`src/rtl/tia_audio_i2s.sv`:
```
`default_nettype none
// ============================================================================
// Module   : tia_audio_i2s
// Purpose  : TIA AUD0/AUD1 tone bits + AUDV volumes -> signed PCM -> I2S out.
//            Define TIA_AUDIO_MONO_MIX_EN to mix both channels into L = R.
// Revision : 1.0  initial release
// ============================================================================
module tia_audio_i2s #(
  parameter int BCLK_DIV    = 4,
  parameter int SAMPLE_BITS = 16
) (
  input  logic       CLK,
  input  logic       RESET,
  input  logic       EN,
  input  logic       AUD0,
  input  logic       AUD1,
  input  logic [3:0] AUDV0,
  input  logic [3:0] AUDV1,
  output logic       BCLK,
  output logic       LRCLK,
  output logic       SDATA,
  output logic       SAMPLE_STB
);

  localparam int c_FRAME = 2 * SAMPLE_BITS;
  localparam int c_NW    = $clog2(c_FRAME);
  localparam int c_DW    = (BCLK_DIV > 2) ? $clog2(BCLK_DIV) : 1;

  logic                   r_aud0_q1, r_aud0_q2, r_aud1_q1, r_aud1_q2;
  logic [c_DW-1:0]        r_div;
  logic [c_NW-1:0]        r_n;
  logic [c_FRAME-1:0]     r_shift;
  logic                   r_bclk, r_lrclk, r_sdata, r_stb;

  logic [SAMPLE_BITS-1:0] w_mag0, w_mag1, w_term0, w_term1, w_l, w_r;
  logic [c_FRAME-1:0]     w_load;
  logic [c_NW-1:0]        w_n_next;
  logic                   w_ws_next;

`ifdef TIA_AUDIO_MONO_MIX_EN
  // Mix at 2^10 scale so the sum of two full-scale channels stays in range
  assign w_mag0  = {{(SAMPLE_BITS-4){1'b0}}, AUDV0} << (SAMPLE_BITS - 6);
  assign w_mag1  = {{(SAMPLE_BITS-4){1'b0}}, AUDV1} << (SAMPLE_BITS - 6);
  assign w_term0 = r_aud0_q2 ? w_mag0 : -w_mag0;
  assign w_term1 = r_aud1_q2 ? w_mag1 : -w_mag1;
  assign w_l     = w_term0 + w_term1;
  assign w_r     = w_l;
`else
  assign w_mag0  = {{(SAMPLE_BITS-4){1'b0}}, AUDV0} << (SAMPLE_BITS - 5);
  assign w_mag1  = {{(SAMPLE_BITS-4){1'b0}}, AUDV1} << (SAMPLE_BITS - 5);
  assign w_term0 = r_aud0_q2 ? w_mag0 : -w_mag0;
  assign w_term1 = r_aud1_q2 ? w_mag1 : -w_mag1;
  assign w_l     = w_term0;
  assign w_r     = w_term1;
`endif

  assign w_load    = EN ? {w_l, w_r} : '0;
  assign w_n_next  = (r_n == c_NW'(c_FRAME - 1)) ? '0 : r_n + 1'b1;
  // Word select flips one BCLK ahead of each channel's MSB
  assign w_ws_next = (w_n_next >= c_NW'(SAMPLE_BITS - 1)) &&
                     (w_n_next != c_NW'(c_FRAME - 1));

  always_ff @(posedge CLK or posedge RESET) begin
    if (RESET) begin
      r_aud0_q1 <= 1'b0;
      r_aud0_q2 <= 1'b0;
      r_aud1_q1 <= 1'b0;
      r_aud1_q2 <= 1'b0;
      r_div     <= '0;
      r_n       <= c_NW'(c_FRAME - 1);
      r_shift   <= '0;
      r_bclk    <= 1'b0;
      r_lrclk   <= 1'b0;
      r_sdata   <= 1'b0;
      r_stb     <= 1'b0;
    end else begin
      r_aud0_q1 <= AUD0;
      r_aud0_q2 <= r_aud0_q1;
      r_aud1_q1 <= AUD1;
      r_aud1_q2 <= r_aud1_q1;
      r_stb     <= 1'b0;
      if (r_div == c_DW'(BCLK_DIV - 1)) begin
        r_div  <= '0;
        r_bclk <= ~r_bclk;
        if (r_bclk) begin
          r_n     <= w_n_next;
          r_lrclk <= w_ws_next;
          if (w_n_next == '0) begin
            r_shift <= w_load;
            r_sdata <= w_load[c_FRAME-1];
            r_stb   <= 1'b1;
          end else begin
            r_shift <= {r_shift[c_FRAME-2:0], 1'b0};
            r_sdata <= r_shift[c_FRAME-2];
          end
        end
      end else begin
        r_div <= r_div + 1'b1;
      end
    end
  end

  assign BCLK       = r_bclk;
  assign LRCLK      = r_lrclk;
  assign SDATA      = r_sdata;
  assign SAMPLE_STB = r_stb;

endmodule
`default_nettype wire

```
`config.mk`:
```
export PLATFORM = sky130hd
export DESIGN_NAME = tia_audio_i2s
export DESIGN_NICKNAME = d
export VERILOG_FILES = /design/src/rtl/tia_audio_i2s.sv
export SDC_FILE = /design/constraint.sdc
export NUM_CORES = 1
export LEC_CHECK = 0
export CORE_MARGIN = 2
export CORE_UTILIZATION = 45
export DETAILED_ROUTE_END_ITERATION = 8
export PLACE_DENSITY = 0.63
export SETUP_SLACK_MARGIN = 0.05
export SLEW_MARGIN = 20
export SYNTH_ARGS = -nofsm -noshare
export SYNTH_HDL_FRONTEND = slang
export SYNTH_SLANG_ARGS = --single-unit
```
`constraint.sdc`:
```
create_clock -name CLK -period 3 [get_ports CLK]
set_clock_uncertainty 0.05 [all_clocks]
set_input_delay 0.45 -clock CLK [delete_from_list [all_inputs] [get_ports CLK]]
set_output_delay 0.45 -clock CLK [all_outputs]
set_load 0.02 [all_outputs]
```
# Yosys cells after proc, flatten, opt, wreduce, memory -nomap -nowiden
# Index checks and enable logic that the tools add are counted.
# W data, S select, Z words.
dict set report totals {
  output_inout_bits 4
  input_bits 13
  reg_bits 46
  elab_cells 33
}
dict set report op_classes {
  reduce_logical 3
  add_sub_neg 4
  order_cmp 1
  eq_ne 3
  n_mux 10
  bitwise 1
}
# op count
set ops {}
lappend ops {{$mux W16} 2}
lappend ops {{$mux W32} 1}
lappend ops {{$neg A15 Y16} 2}
lappend ops {{$mux W31} 1}
lappend ops {{$add A5 B1 Y5 const B} 1}
lappend ops {{$eq A5 B5 Y1 const B} 1}
lappend ops {{$ge A5 B4 Y1 const B} 1}
lappend ops {{$logic_not A5 Y1} 1}
lappend ops {{$mux W5} 1}
lappend ops {{$ne A5 B5 Y1 const B} 1}
lappend ops {{$mux W1} 4}
lappend ops {{$add A2 B1 Y2 const B} 1}
lappend ops {{$eq A2 B2 Y1 const B} 1}
lappend ops {{$mux W2} 1}
lappend ops {{$reduce_and A2 Y1} 1}
lappend ops {{$logic_and A1 B1 Y1} 1}
lappend ops {{$not A1 Y1} 1}

# Longest topological paths before layout
# Gate-level depths: netlist of run 1.
dict set report depth {
  word_depth 6
  depth_mapped 9
  ltp_nobuf 8
}

# Worst setup path after synthesis of run 1
# No wires, ideal clock.
dict set report synth_path {
  path_type {register to register}
  from {reg r_n[0]}
  to {reg r_shift[14]}
  period_less_slack_ps 2168
  required_ps 2863
  arrival_time_ps 2031
  path_slack_ps 832
  path_buffers 1
  setup_ps 87
  path_stages_with_launch 10
  cell_sequence {dfstp_2 > ha_1 > and3_1 > ha_1 > nor3b_2 > nor4b_2 > o21a_2 > buf_4 > nand4_1 > o211ai_1}
}
dict set report synth_via {
  elab_chain_cells 4
  elab_cells_between_ends 5
  cone_classes {add/sub (1); eq/ne (1); mux (2); reduce/logical (1)}
}
# element line
set synth_lines {}
lappend synth_lines {{from (decl)} 31} ;# logic [c_NW-1:0] r_n;
lappend synth_lines {{from (signal assigned)} 70} ;# r_n <= c_NW'(c_FRAME - 1);
lappend synth_lines {{from (signal assigned)} 86} ;# r_n <= w_n_next;
lappend synth_lines {{$add A5 B1 Y5 / $eq A5 B5 Y1 (equally long branches)} 58} ;# assign w_n_next = (r_n == c_NW'(c_FRAME - 1)) ? '0 : r_n + 1'b1;
lappend synth_lines {{$mux W5 (*)} 58}
lappend synth_lines {{$logic_not A5 Y1 (*)} 88} ;# if (w_n_next == '0) begin
lappend synth_lines {{$mux W31 (*)} 88}
lappend synth_lines {{to (signal assigned)} 89} ;# r_shift <= w_load;
lappend synth_lines {{to (signal assigned)} 93} ;# r_shift <= {r_shift[c_FRAME-2:0], 1'b0};
lappend synth_lines {{to (decl)} 32} ;# logic [c_FRAME-1:0] r_shift;
# Every way passes the cells marked *; elsewhere a longest branch is shown, timed or not.
# A chain may end at the register's enable or synchronous reset.

# Final worst setup path of run 1
dict set report layout_path {
  from {reg r_n[1]}
  to {reg r_shift[27]}
}
# Same word-level chain as after synthesis.

==> metrics.txt, run 1 <==
final hold vios 0; period utilization approximately 89%; Reg2Reg Depth 8; Global Route Usage Sum between 10% and 20%; Crit Path Max Fanout 31; HPWL after detailed placement approximately 2.1 mm; slew at the pin closest to its max-slew limit slightly above 800 ps; Starting Density 47.0%; Die W 65.9 µm; Filler Cell Count ~340; Hold Path Origin r_aud1_q1; min cycle time layout between 2000 and 3000 ps; Area Growth Syn to Fin 16.7%; synth warn 0; Net Count, Synth about 210; fmax 0.375 GHz; CTS sink count 35; Worst IR Drop VDD around 0.00030 V; unrepaired setup endpoints after global routing no; Fin Setup TNS 0 ps; Pwr Density 442 nW/µm²; DRT antenna net count 0; FF-to-FF Start r_n[1]; worst skew pair latency 280 ps; Worst Path Arrival around 2800 ps; register bit count reported by yosys 35; First-pass DRT Iterations 4; Distinct cells, synth 32; Port Buffers 16; die span in y 65.9 µm; antenna diode count 0; post-CTS setup buffers 0; maxcap violations 0; commonest non-fill, non-tap cell in the layout nand2_1; Worst R2R Setup Slack about 330 ps; largest net degree at the start of global routing 36; vias per std cell 5.19; DR WL/cell ~12 µm; dpl ws 396 ps; syn avg cell area between 9 and 10 µm²; outcome complete, no violations; DR DRC count 0; initial antenna violation count 0; clk root buf clkbuf_8; FP Rows 22; Post-synth EDFFs 0; cell area after synthesis approximately 1700 µm²; vias in the first global route between 1000 and 1500; async set-reset flop share out of synthesis between 90% and 100%; grt ovf 0; CTS Hold Bufs 0; Slew Limit Fails 0; worst-case clock buffer depth 2; Total Wirelength ~3 mm; Core Area about 3700 µm²; final setup fails 0; Post-synth top flop dfrtp_1; cts repair resizes 0; Starting DRT DRC Count a little over 90; HP Class register to register; total CTS buffers 5; total leakage power between 0.8 and 0.9 nW; Hold EP r_aud1_q2; synthesized instance count about 190; NumNets Final 220; CP endpoint kind register; Worst setup SP type register; via count around 1300; # H-tree levels 2; worst r2r dst r_shift[27]; GP Congestion slightly above 0.8; Worst-path clk slew 70 ps; sequential share of the synthesized area around half; hold path cells 0; most frequent cells in the layout nand2_1 (39), dfrtp_1 (30), o21ai_0 (16), nor2_1 (16), clkdlybuf4s50_1 (16); first-pass GRT wire length approximately 5.3 mm; CTS tree done; Req. time, crit path between 3000 and 4000 ps; layout cells sized above 1 between 10% and 20%; Crit Path Class register to register; Top Ports 17; die area around 4300 µm²; setup ws final between 300 and 400 ps; Rel. slew slack roughly 45%
==> power by group <==
group / switching, mW / internal (mW) / total, mW / leakage [nW]
clock: 0.156 / 0.209 / 0.366 / 0.0515
sequential: 0.00190 / 0.475 / 0.477 / 0.432
combinational: 0.0221 / 0.0231 / 0.0452 / 0.377
total: 0.180 / 0.707 / 0.888 / 0.860
==> cell type report <==
class	instances	area, µm²	area share, %
Inverter	6	22.5	1.12
Sequential cell	35	882	43.9
Multi-Input combinational cell	133	762	37.9
Timing Repair Buffer	19	183	9.09
Tap cell	48	60.1	2.99
Clock buffer	8	100	4.98
==> critical path: stages (launching register included) <==
cell and delay, ps:
dfstp_2 580, ha_1 270, and3_1 190, ha_1 300
nor3b_2 100, nor4b_2 270, o21a_2 490, nand3_1 130
a31oi_1 190
==> through the flow <==
| stage | total power, mW | instances | utilization [%] | cell area (µm²) | hold slack [ps] |
|---|---|---|---|---|---|
| final | 0.888 | 249 | 54.9 | 2010 | 304 |
| after global routing | 0.934 | 249 | 54.9 | 2010 | 319 |
| after CTS | 0.902 | 249 | 54.9 | 2010 | 307 |
| after detailed placement | 0.532 | 241 | 52.2 | 1910 | 289 |
| after global placement | 0.531 | 241 | 52.2 | 1910 | 293 |
| after floorplan | 0.507 | 185 | - | 1720 | 281 |
==> metal layers <==
metal | global-route usage [%] | up-vias | wire [µm]
li1 | - | 653 | -
met1 | 19.2 | 608 | 1380
met2 | 26.9 | 27 | 1480
met3 | 5.62 | 4 | 126
met4 | 4.95 | 0 | 21
met5 | 0 | - | 0
==> how the worst max path moves through the flow <==
| stage | from | endpoint | slack, ps | cells after the start |
|---|---|---|---|---|
| after global routing | r_n[1] | r_shift[27] | 140 | 8 |
| after floorplan | r_n[0] | r_shift[14] | 830 | 9 |
| after global placement | r_n[0] | r_shift[27] | 490 | 8 |
| final | r_n[1] | r_shift[27] | 330 | 8 |
| after CTS | r_n[1] | r_shift[27] | 360 | 8 |
| after detailed placement | r_n[1] | r_shift[27] | 400 | 8 |
==> state kept, by name, indices dropped and copies added (netlist names) <==
name        cells
r_n             5
r_aud0_q2       1
SDATA           1
BCLK            1
r_shift        20
r_aud1_q2       1
r_aud1_q1       1
SAMPLE_STB      1
r_aud0_q1       1
r_div           2
LRCLK           1
==> cells in the mapped netlist, types with 2 or more instances <==
library cell / count / area share, %
xor2_1: 6 / 3.1
dfstp_2: 5 / 7.6
nor3_1: 4 / 1.2
ha_1: 7 / 5.1
a31oi_1: 5 / 1.8
and2_1: 2 / 0.73
nand2b_1: 5 / 1.8
mux2_2: 3 / 2.0
clkbuf_1: 7 / 1.5
nand3_1: 8 / 2.3
o211ai_1: 4 / 1.7
dfrtp_1: 30 / 44
nand2_1: 39 / 8.5
o21ai_0: 16 / 4.7
nor3b_1: 2 / 0.87
inv_1: 6 / 1.3
nand4_1: 4 / 1.5
a21oi_1: 3 / 0.87
nor2_1: 16 / 3.5
==> kinds of logic after synthesis <==
group	after synthesis	synth area share, %
AND/OR/NAND/NOR	85	23.4
adder cells (fa/ha/maj)	7	5.09
flip-flops	35	51.2
buffers and inverters	17	4.51
XOR/XNOR	7	3.56
multiplexers	3	1.96
AO/OA/AOI/OAI	31	10.2
Power figures use the tool's default switching activity.
==> run 2, diff against run 1 <==
CTS_CLUSTER_DIAMETER = 30   (was default)
==> results of run 2 <==
No change in the layout: final DEF, timing and power equal those of run 1.
